--- src/rtl/alu_seq.sv ---
// alu_seq: four-state sequencer feeding an external 8-bit ALU from a
// 4-entry register file, writing results back and maintaining carry/zero.
// Optional feature macro: ALU_SEQ_ZERO_FLAG_EN (zero flag register present
// when defined; o_zero tied low otherwise).
module alu_seq #(
   parameter int DATA_W = 8
) (
   input  logic              i_clk,
   input  logic              i_rst,
   input  logic              i_instr_valid,
   output logic              o_instr_ready,
   input  logic [7:0]        i_instr,
   input  logic              i_ld_en,
   input  logic [1:0]        i_ld_addr,
   input  logic [DATA_W-1:0] i_ld_data,
   input  logic [1:0]        i_rd_addr,
   output logic [DATA_W-1:0] o_rd_data,
   output logic [DATA_W-1:0] o_alu_a,
   output logic [DATA_W-1:0] o_alu_b,
   output logic              o_alu_cin,
   output logic [2:0]        o_alu_op,
   input  logic [DATA_W-1:0] i_alu_y,
   input  logic              i_alu_cout,
   output logic              o_carry,
   output logic              o_zero,
   output logic              o_done,
   output logic              o_busy
);

   typedef enum logic [1:0] {S_IDLE, S_READ, S_EXEC, S_DONE} state_t;

   state_t            r_state, w_next;
   logic [DATA_W-1:0] r_rf [4];
   logic [7:0]        r_instr;
   logic [DATA_W-1:0] r_alu_a, r_alu_b;
   logic              r_alu_cin;
   logic [2:0]        r_alu_op;
   logic              r_carry;

   logic [2:0]        w_op;
   logic [1:0]        w_dst, w_src;
   logic              w_cin_sel;
   logic              w_accept;
   logic              w_carry_op;

   assign w_op      = r_instr[7:5];
   assign w_dst     = r_instr[4:3];
   assign w_src     = r_instr[2:1];
   assign w_cin_sel = r_instr[0];
   assign w_accept  = i_instr_valid & o_instr_ready;
   // Only the shift/arithmetic ops (RRC, RLC, ADD, SUB) produce a meaningful carry.
   assign w_carry_op = (r_alu_op == 3'b011) || (r_alu_op == 3'b100) ||
                       (r_alu_op == 3'b101) || (r_alu_op == 3'b110);

   assign o_rd_data = r_rf[i_rd_addr];
   assign o_alu_a   = r_alu_a;
   assign o_alu_b   = r_alu_b;
   assign o_alu_cin = r_alu_cin;
   assign o_alu_op  = r_alu_op;
   assign o_carry   = r_carry;

   // State register; reset aborts any in-flight instruction.
   always_ff @(posedge i_clk) begin
      if (i_rst) r_state <= S_IDLE;
      else       r_state <= w_next;
   end

   // Next-state and handshake/status outputs; a load in IDLE blocks acceptance.
   always_comb begin
      w_next        = r_state;
      o_instr_ready = 1'b0;
      o_done        = 1'b0;
      o_busy        = 1'b1;
      case (r_state)
         S_IDLE: begin
            o_busy        = 1'b0;
            o_instr_ready = !i_ld_en;
            if (i_instr_valid && !i_ld_en) w_next = S_READ;
         end
         S_READ: w_next = S_EXEC;
         S_EXEC: w_next = S_DONE;
         S_DONE: begin
            o_done = 1'b1;
            w_next = S_IDLE;
         end
         default: w_next = S_IDLE;
      endcase
   end

   // Datapath: loads and instruction latch in IDLE, operand fetch in READ,
   // write-back and carry update at the close of EXEC.
   always_ff @(posedge i_clk) begin
      if (i_rst) begin
         for (int i = 0; i < 4; i++) r_rf[i] <= '0;
         r_instr   <= '0;
         r_alu_a   <= '0;
         r_alu_b   <= '0;
         r_alu_cin <= 1'b0;
         r_alu_op  <= '0;
         r_carry   <= 1'b0;
      end else begin
         case (r_state)
            S_IDLE: begin
               if (i_ld_en)       r_rf[i_ld_addr] <= i_ld_data;
               else if (w_accept) r_instr         <= i_instr;
            end
            S_READ: begin
               r_alu_a   <= r_rf[w_dst];
               r_alu_b   <= r_rf[w_src];
               r_alu_op  <= w_op;
               r_alu_cin <= w_cin_sel & r_carry;
            end
            S_EXEC: begin
               r_rf[w_dst] <= i_alu_y;
               if (w_carry_op) r_carry <= i_alu_cout;
            end
            default: ;
         endcase
      end
   end

`ifdef ALU_SEQ_ZERO_FLAG_EN
   logic r_zero;
   // Zero flag follows every committed result, regardless of opcode.
   always_ff @(posedge i_clk) begin
      if (i_rst)                  r_zero <= 1'b0;
      else if (r_state == S_EXEC) r_zero <= (i_alu_y == '0);
   end
   assign o_zero = r_zero;
`else
   assign o_zero = 1'b0;
`endif

endmodule
--- config.mk ---
export PLATFORM = sky130hd
export DESIGN_NAME = alu_seq
export DESIGN_NICKNAME = d
export VERILOG_FILES = /design/src/rtl/alu_seq.sv
export SDC_FILE = /design/constraint.sdc
export NUM_CORES = 1
export LEC_CHECK = 0
export BUFFER_PORTS_ARGS = -buffer_cell sky130_fd_sc_hd__buf_2
export CORE_MARGIN = 2
export CORE_UTILIZATION = 40
export DETAILED_ROUTE_END_ITERATION = 8
export HOLD_SLACK_MARGIN = 0.12
export SLEW_MARGIN = 20
export SYNTH_ARGS = -nofsm -noshare
export SYNTH_HDL_FRONTEND = slang
export SYNTH_SLANG_ARGS = --single-unit
--- constraint.sdc ---
create_clock -name i_clk -period 5.7 [get_ports i_clk]
set_input_delay 0.285 -clock i_clk [delete_from_list [all_inputs] [get_ports i_clk]]
set_output_delay 0.285 -clock i_clk [all_outputs]
set_load 0.03 [all_outputs]
; After elaboration in Yosys (flattened, before gate mapping)
; Memory sizes are Yosys's and may differ from the RTL's. A register that Yosys moved wholly into a read port is not among the register bits.
; Index checks and enable logic that the tools add are counted.
[totals]
ff_bits = 15
mem_bits_rw = 32
in_bits = 33
output_inout_bits = 33
word_cells = 47
n_memories = 1
[mem_list]
columns = memory, words, width, read_ports, rd_clocked_by_memory_dff, wr, line
row1 = r_rf, 4, 8, 3, 2, 4, 33  ; logic [DATA_W-1:0] r_rf [4];
[classes]
eq_ne = 8
muxes = 20
bitwise_logic = 3
reduce_logical = 10
[ops]
columns = cell, n
row1 = $mux 8, 2
row2 = $reduce_or 8->1, 2
row3 = $mux 1, 14
row4 = $eq 3x3->1 const B, 3
row5 = $pmux 2 s4, 1
row6 = $mux 2, 3
row7 = $eq 2x2->1 const B, 2
row8 = $eq 3x2->1 const B, 1
row9 = $logic_or 1x1->1, 3
row10 = $reduce_and 3->1, 1
row11 = $and 1x1->1, 2
row12 = $eq 2x1->1 const B, 1
row13 = $logic_not 2->1, 1
row14 = $ne 2x2->1 const B, 1
row15 = $reduce_and 2->1, 1
row16 = $logic_and 1x1->1, 1
row17 = $logic_not 1->1, 1
row18 = $not 1->1, 1

; Longest topological paths before layout
; Gate-level depths: netlist of the first run.
[depth]
ltp_word = 7
mapped_depth = 7
mapped_depth_nobuf = 5

; Worst setup path after synthesis of the first run
; OpenSTA, ideal clock, no wires.
[synth_path]
path_kind = register -> register
startpoint = register r_state[0]
endpoint = memory r_rf[1][0] (enable)
arrival_ps = 1563
required_time_ps = 5366
path_slack_ps = 3802
path_stages_with_launch = 7
path_buffers = 1
cell_sequence = dfxtp_1 -> inv_1 -> ha_1 -> and4bb_1 -> a2bb2o_4 -> buf_6 -> nand2b_1
[synth_rtl]
columns = item, line
row1 = from (decl), 32  ; state_t r_state, w_next;
row2 = from (signal assigned), 65  ; else r_state <= w_next;
row3 = to (decl), 33

==> impl_metrics.yaml, run 1 <==
drt:
  drc: 0
  avgViaCountPerCell: 5.09
  route.vias.total: 2155
  top_layer: "met4"
  drt_first_pass_iters: 4
  antenna_left: 0
  dr.first_iter.drc_count: 107
  met1_length_um: 3290
  wl_met3_um: 283
  wl_per_cell_um: 16.1
  wl_um: 6830
  wl_met2_um: 3180
clock_network:
  clock_sinks: 63
  htree_levels: 3
  clkTransAtPathRegs_ns: 0.07
  clockBufferDepth: 2
  ctsHoldBuffers: 0
  clk_latency_ns: 0.33
  root_buffer: "clkbuf_8"
  cts_tree: "yes"
  cts_resized: 0
  cts_setup_buffers: 0
  cts_made_buffers: 9
setup_path:
  r2r_slack_ns: 3.29
  startpoint_type: "register"
  cp-startpoint: "r_state[0]"
  crit_end: "r_rf[0][1]"
  crit_fanout: 27
  cp-end-kind: "register"
  arrival_ns: 2.41
  reg2reg_to: "r_rf[0][1]"
  cp.required_ns: 5.70
  reg2regPathDepth: 5
  reg2reg_from: "r_state[0]"
  crit_type: "reg -> reg"
power_and_ir_drop:
  clkPwrFrac_pct: 22.9
  p_leak_nw: 1.60
  p_per_area_nw_per_um2: 397
  power_frac_seq_pct: 43.0
  vdd_drop_max_mv: 0.133
  switchingPower_uw: 532
  p_int_uw: 961
  p_comb_share_pct: 34.2
  switching_share_pct: 35.6
final_layout:
  layout_common_cells: "buf_2, nor2_1, edfxtp_1"
  num_antenna_cells: 0
  drive_gt1_share_pct: 31.8
  seq_area_um2: 1580
  area_growth_pct: 15.7
  multi_input_area_um2: 1510
  layout_commonest_cell: "buf_2"
  nets: 353
  fill_cells: 744
timing:
  setup_viol_count_final: 0
  drv_slew: 0
  hold_ws_ns: 0.187
  timing.fmax_ghz: 0.415
  rsz0062_at_grt: "false"
  max-slew-margin-rel_pct: 47.8
  fin_skew_ns: 0.00638
  final-hold-violation-count: 0
  tightest_slew_ns: 0.782
  period_share_pct: 42.3
  min_period_ns: 2.41
  tns_ns: 0
placed_design:
  gp_congestion: 0.773
  post-dp-hpwl_um: 5020
  portBuffers: 64
job:
  maxCapViolCount: 0
synthesis:
  yosysTopAreaCell: "edfxtp_1"
  async_reset_ff_share_pct: 0
  yosysUniqueCellTypes: 33
  synth_edf_count: 32
  avgSynthCellArea_um2: 12.5
  synth_area_leaders: "edfxtp_1, dfxtp_1, mux4_2, mux2i_1, mux4_1"
  yosys_warnings: 0
  yosysSeqAreaShare_pct: 48.7
  synth.net_count: 297
  syn_area_um2: 3250
  yosysTopAreaCellShare_pct: 29.6
  synth_cells: 260
  synthFlopType: "edfxtp_1"
  ys_seq_elements: 63
floorplanning:
  rows: 32
  die_h_um: 94.1
  core_area_um2: 7810
  die_x_um: 94.1
  io_pins: 66
  initial_core_util_pct: 41.6
  die-area_um2: 8860
min_path:
  min-delay-path-class: "in -> reg"
global_route:
  grt_pass1_vias: 2192
  grt_max_degree: 45
  track_usage_pct: 16.9
  grt_overflow_total: 0
  antenna_found_initial: 0
  grt_first_pass_wirelength_um: 11200
run_status:
  run_status: "finished clean"
## cell type report
| class | count | share of cell area, % |
|---|---|---|
| multi-input cells | 166 | 40.1 |
| clock buffers | 12 | 4.13 |
| repair buffers | 65 | 8.72 |
| flip-flops and latches | 63 | 42.1 |
| inverters | 11 | 1.10 |
| clock inverters | 4 | 0.532 |
| well taps | 102 | 3.39 |
## layer usage
layer | GRT usage [%] | vias to the layer above
met1 | 23.6 | 1039
li1 | - | 1058
met5 | 0 | -
met3 | 3.21 | 4
met4 | 6.52 | 0
met2 | 26.0 | 54
## worst min-delay path by stage
stage | from | slack, ns | to | cells past startpoint
finish | i_instr[7] | 0.19 | r_instr[7] | 3
global route | i_instr[3] | 0.19 | r_instr[3] | 3
CTS | i_instr[7] | 0.17 | r_instr[7] | 3
detailed placement | o_alu_cin | 0.46 | o_alu_cin | 2
global placement | o_alu_cin | 0.45 | o_alu_cin | 2
floorplan | i_instr[0] | 0.43 | r_instr[0] | 2
## cells by family (layout without fill, tap and decap cells)
| logic type | count (synthesis) | count (layout) | share of synthesized area, % |
|---|---|---|---|
| simple gates | 92 | 92 | 14.0 |
| flops | 63 | 63 | 48.7 |
| mux | 53 | 53 | 26.5 |
| buf+inv | 31 | 92 | 5.00 |
| compound gates | 16 | 16 | 4.23 |
| fa+ha+maj | 4 | 4 | 1.54 |
| other cells | 1 | 1 | 0.115 |
## cells in the mapped netlist (4+ instances only)
cell,instances
edfxtp_1,32
inv_1,11
mux2i_1,29
buf_4,4
nor2_1,53
nand2_1,11
nand4b_1,9
buf_2,7
mux4_2,16
ha_1,4
mux4_1,8
dfxtp_1,31
nand2b_1,8
a21o_1,8
clkbuf_1,5
## sequential cells by signal, indices dropped and copies added (netlist names)
register	flops
o_alu_a	8
o_alu_b	8
o_alu_cin	1
o_alu_op	3
o_carry	1
r_instr	8
r_rf	32
r_state	2
## stage by stage
| stage | utilization [%] | power [mW] | cells | worst slack [ns] | instance area, um^2 |
|---|---|---|---|---|---|
| floorplan | - | 1.04 | 260 | 3.80 | 3250 |
| global placement | 45.9 | 1.15 | 407 | 3.42 | 3580 |
| detailed placement | 45.9 | 1.16 | 407 | 3.29 | 3580 |
| CTS | 48.2 | 1.51 | 423 | 3.27 | 3760 |
| global route | 48.2 | 1.59 | 423 | 3.06 | 3760 |
| finish | 48.2 | 1.49 | 423 | 3.29 | 3760 |
## critical path: stages (launching register included)
cell and delay, ns:
dfxtp_1 0.34, inv_1 0.09, ha_1 0.63, and4bb_1 0.30
o22ai_2 0.38, nand2b_1 0.33
## power by group through the flow
stage                     Sequential (mW)  Combinational, mW  Clock [mW]
after floorplan                     0.663              0.378           0
after global placement              0.644              0.507           0
after detailed placement            0.651              0.513           0
after CTS                           0.641              0.516       0.354
after global routing                0.653              0.559       0.374
final                               0.642              0.510       0.341
(Power assumes the default switching activity.)
==> run 2: changes to the inputs <==
==> constraint.sdc (replaced) <==
create_clock -name i_clk -period 2.5 [get_ports i_clk]
set_input_delay 0.125 -clock i_clk [delete_from_list [all_inputs] [get_ports i_clk]]
set_output_delay 0.125 -clock i_clk [all_outputs]
set_load 0.03 [all_outputs]
==> run 2 against run 1 <==
Effect of this change:
- sequential power is 130% higher
- sequential cell count stayed put
- register-to-register slack worse by 2.9 ns
- critical path depth stayed put
- routed wire length is 3.3% lower
- global-route usage is 0.077 points lower
- fmax is 17% higher
- cell area is 3.4% higher
- cell count is 3.3% higher
- combinational power is 140% higher
- count of clock-buffer cells in the layout stayed put
- first-iteration DRC count is 36% lower
==> impl_metrics.yaml, run 2 (same netlist as run 1, synthesis figures left out) <==
run_status:
  run_status: "finished clean"
clock_network:
  clkTransAtPathRegs_ns: 0.06
  cts_tree: "yes"
  clockBufferDepth: 2
  htree_levels: 3
  clk_latency_ns: 0.34
  cts_made_buffers: 9
  root_buffer: "clkbuf_8"
  clock_sinks: 63
power_and_ir_drop:
  p_per_area_nw_per_um2: 887
  vdd_drop_max_mv: 0.292
  p_leak_nw: 1.66
final_layout:
  instances_no_fill: 437
  multi_input_area_um2: 1510
  layout_common_cells: "buf_2, nor2_1, edfxtp_1"
  fill_cells: 742
  num_antenna_cells: 0
  regMostFlops: "r_rf"
  largest_reg_flops: 32
  seq_area_um2: 1580
  drive_gt1_share_pct: 31.6
  layout_commonest_cell: "buf_2"
  nets: 367
  area_growth_pct: 19.6
drt:
  wl_per_cell_um: 15.1
  dr.first_iter.drc_count: 69
  drc: 0
  wl_um: 6600
  route.vias.total: 2229
  avgViaCountPerCell: 5.10
  antenna_left: 0
  drt_first_pass_iters: 4
setup_path:
  crit_fanout: 12
  crit_type: "reg -> reg"
  reg2regPathDepth: 5
  cp-end-kind: "register"
  arrival_ns: 2.07
  cp.required_ns: 2.50
  reg2reg_to: "r_rf[1][4]"
  r2r_slack_ns: 0.44
  startpoint_type: "register"
  reg2reg_from: "r_state[0]"
timing:
  timing.fmax_ghz: 0.484
  tightest_slew_ns: 0.584
  rsz0062_at_grt: "false"
  fin_skew_ns: 0.00674
  tns_ns: 0
  setup_viol_count_final: 0
  max-slew-margin-rel_pct: 61.0
  fin_ws_ns: 0.436
  drv_slew: 0
  final-hold-violation-count: 0
  min_period_ns: 2.06
  period_share_pct: 82.6
global_route:
  grt_pass1_vias: 2220
  grt_first_pass_wirelength_um: 11200
  grt_max_degree: 31
  busiest_layer: "met2"
  met3_usage_pct: 3.77
  grt_use_met1_pct: 23.4
  track_usage_pct: 16.8
  antenna_found_initial: 0
  grt_overflow_total: 0
  grt_use_met2_pct: 25.0
floorplanning:
  core_area_um2: 7810
  die_x_um: 94.1
  io_pins: 66
  die_h_um: 94.1
  rows: 32
  die-area_um2: 8860
  initial_core_util_pct: 41.6
job:
  maxCapViolCount: 0
min_path:
  hold_path_end: "r_state[1]"
  min_delay_path_depth: 2
  min-delay-path-class: "in -> reg"
  hold_path.startpoint: "i_rst"
placed_design:
  placed_cells: 412
  place_ws_ns: 0.433
  gp_congestion: 0.751
  post-dp-hpwl_um: 4900
  portBuffers: 64
==> run 2: cell count changes in the layout (fill, tap and decap cells not counted) <==
| cell | before | now |
|---|---|---|
| dlygate4sd3_1 | 0 | 9 |
| buf_4 | 1 | 6 |
| clkinv_2 | 4 | 2 |
| clkinv_1 | 0 | 1 |
| clkinvlp_4 | 0 | 1 |
==> run 2: area by class of cell <==
type	count	area share, %
clock buffer	12	3.99
clock inverter	4	0.547
inverter	11	1.06
multi-input combinational	166	38.7
sequential	63	40.7
tap	102	3.28
timing repair buffer	79	11.7
==> run 2: worst max path at each step <==
| stage | endpoint | cells past startpoint | start | slack [ns] |
|---|---|---|---|---|
| floorplan | r_rf[1][0] | 6 | r_state[0] | 0.60 |
| global placement | r_rf[1][3] | 5 | r_state[0] | 0.51 |
| detailed placement | r_rf[1][7] | 5 | r_state[0] | 0.43 |
| CTS | r_rf[1][4] | 5 | r_state[0] | 0.42 |
| global route | r_rf[1][7] | 5 | r_state[0] | 0.32 |
| finish | r_rf[1][4] | 5 | r_state[0] | 0.44 |
==> run 2: critical path, cell delays in order, from the launching register on <==
cell	delay (ns)
dfxtp_1	0.38
inv_1	0.08
ha_1	0.33
and4bb_1	0.39
a2bb2o_4	0.27
nand2b_1	0.28
==> run 2: per-stage QoR <==
stage          hold WS, ns  power [mW]  util (%)  area (um^2)
2_1_floorplan        0.269        2.37         -         3250
3_3_place_gp         0.352        2.66      46.4         3620
3_5_place_dp         0.364        2.68      46.4         3620
4_1_cts              0.146        3.48      49.8         3890
5_1_grt              0.186        3.66      49.8         3890
6_report             0.160        3.45      49.8         3890
==> run 2: where the power goes <==
group / internal [mW] / total [mW] / switching, mW
clock network: 0.407 / 0.789 / 0.382
registers: 1.30 / 1.45 / 0.151
logic: 0.517 / 1.21 / 0.690
total: 2.23 / 3.45 / 1.22
==> run 2: per-layer routing <==
metal  part of all wire, %  routed length, um  vias to the layer above
met2                    44               2930                       76
met4                   2.0                129                        0
met1                    49               3210                     1050
li1                      -                  -                     1088
met5                     0                  0                        -
met3                   5.1                338                       15
==> run 2: repair_timing <==
item,CTS,global route
gates resized for setup,0,0
hold buffers,9,0
hold endpoints to repair,9,0
buffers inserted,0,0
==> run 3: changes to the inputs <==
==> constraint.sdc (replaced) <==
create_clock -name i_clk -period 1.9 [get_ports i_clk]
set_input_delay 0.095 -clock i_clk [delete_from_list [all_inputs] [get_ports i_clk]]
set_output_delay 0.095 -clock i_clk [all_outputs]
set_load 0.03 [all_outputs]
==> run 3 against run 2 <==
Effect of this change:
- count of clock-buffer cells in the layout decreased by 2
- combinational power is 37% higher
- sequential cell count unchanged
- clock power grew 22%
- die area stayed put
- via count increased by 2.0%
- utilization grew 0.46 points
- fmax is 19% higher
- critical path depth stayed put
- sequential power is 30% higher
- cell count grew 1.6%
- sequential share of layout area decreased by 0.38 points
==> impl_metrics.yaml, run 3 (same netlist as run 1, synthesis figures left out) <==
min_path:
  hold_path_end: "r_state[0]"
  min-delay-path-class: "in -> reg"
  min_delay_path_depth: 4
  hold_path.startpoint: "i_instr_valid"
timing:
  hold_ws_ns: 0.206
  rsz0062_at_grt: "false"
  fin_skew_ns: 0.00880
  final-hold-violation-count: 0
  min_period_ns: 1.74
  drv_slew: 0
  tns_ns: 0
  setup_viol_count_final: 0
  timing.fmax_ghz: 0.576
  period_share_pct: 91.4
final_layout:
  fill_cells: 745
  regMostFlops: "r_rf"
  layout_commonest_cell: "buf_2"
  largest_reg_flops: 32
  layout_common_cells: "buf_2, nor2_1, edfxtp_1"
  drive_gt1_share_pct: 32.7
  final_util_pct: 50.3
  nets: 374
  area_growth_pct: 20.7
  num_antenna_cells: 0
  fin_area_um2: 3930
run_status:
  run_status: "finished clean"
clock_network:
  clockBufferDepth: 2
  htree_levels: 3
  cts_tree: "yes"
  clk_latency_ns: 0.35
  root_buffer: "clkbuf_8"
  clkTransAtPathRegs_ns: 0.07
  cts_made_buffers: 9
  clock_sinks: 63
floorplanning:
  io_pins: 66
  rows: 32
  core_area_um2: 7810
  die_h_um: 94.1
  die-area_um2: 8860
  initial_core_util_pct: 41.6
  die_x_um: 94.1
global_route:
  grt_overflow_total: 0
  grt_pass1_vias: 2154
  track_usage_pct: 16.6
  grt_max_degree: 33
  grt_first_pass_wirelength_um: 11000
  antenna_found_initial: 0
drt:
  wl_per_cell_um: 15.2
  drt_first_pass_iters: 4
  drc: 0
  antenna_left: 0
  route.vias.total: 2273
  dr.first_iter.drc_count: 83
  avgViaCountPerCell: 5.12
  wl_um: 6750
setup_path:
  reg2reg_from: "r_state[0]"
  arrival_ns: 1.77
  reg2reg_to: "r_rf[3][0]"
  cp-end-kind: "register"
  crit_type: "reg -> reg"
  startpoint_type: "register"
  cp.required_ns: 1.93
  crit_fanout: 8
  cp-startpoint: "r_state[0]"
  reg2regPathDepth: 5
  r2r_slack_ns: 0.16
power_and_ir_drop:
  clkPwrFrac_pct: 21.3
  p_int_mw: 2.88
  p_per_area_nw_per_um2: 1150
  switching_share_pct: 36.0
  vdd_drop_max_mv: 0.364
  p_leak_nw: 1.68
  p_comb_share_pct: 36.7
  power_frac_seq_pct: 42.0
  switchingPower_mw: 1.62
  total_power_mw: 4.51
job:
  maxCapViolCount: 0
placed_design:
  gp_congestion: 0.721
  dpl_cell_area_um2: 3670
  portBuffers: 64
  post-dp-hpwl_um: 5100
[run 3: cell types whose count changed in the layout (fill, tap and decap cells not counted), sizes merged]
cell and delta:
buf +7, clkbuf -2, clkinv +2
[run 3: routing by layer]
metal	GRT usage (%)	up-vias	share of wire, %	routed length, um
li1	-	1101	-	-
met1	23.1	1096	48	3270
met2	24.9	65	45	3020
met3	3.45	11	4.5	306
met4	7.97	0	2.2	148
met5	0	-	0	0
[run 3: worst max-delay path by stage]
stage                       to  slack, ns  cells after the start
CTS                 r_rf[1][0]       0.05                      5
floorplan           r_rf[1][0]      0.002                      6
detailed placement  r_rf[1][0]       0.06                      5
global placement    r_rf[1][1]        0.1                      5
finish              r_rf[3][0]       0.16                      5
global route        r_rf[3][4]       0.02                      5
[run 3: repair_timing]
action	4_1_cts	5_1_grt
endpoints found under the setup margin	0	16
resized for setup	0	2
hold buffers	9	0
endpoints found under the hold margin	9	0
setup buffers	0	0
[run 3: stage by stage]
step / setup WS, ns / std cells
after global routing: 0.0211 / 444
after detailed placement: 0.0556 / 419
after floorplan: 0.00215 / 260
after CTS: 0.0460 / 444
final: 0.163 / 444
after global placement: 0.0991 / 419
[run 3: area by class of cell]
| class | count | area [um^2] | share of cell area, % |
|---|---|---|---|
| Clock buffer | 10 | 128 | 3.25 |
| Clock inverter | 6 | 27.5 | 0.701 |
| Inverter | 11 | 41.3 | 1.05 |
| Multi-Input combinational cell | 166 | 1510 | 38.5 |
| Sequential cell | 63 | 1580 | 40.3 |
| Tap cell | 102 | 128 | 3.25 |
| Timing Repair Buffer | 86 | 508 | 12.9 |
[run 3: power groups by stage]
stage	Sequential [mW]	Clock, mW	Combinational (mW)
floorplan	1.99	0	1.14
global placement	1.90	0	1.63
detailed placement	1.92	0	1.66
CTS	1.89	0.973	1.67
global route	1.92	1.06	1.81
finish	1.89	0.959	1.66
[run 3: worst max-delay path: stages, from the launching register on]
cell and delay [ns]:
dfxtp_1 0.33, inv_1 0.06, ha_1 0.27, nand4b_1 0.24, a211oi_1 0.25, or2_2 0.28
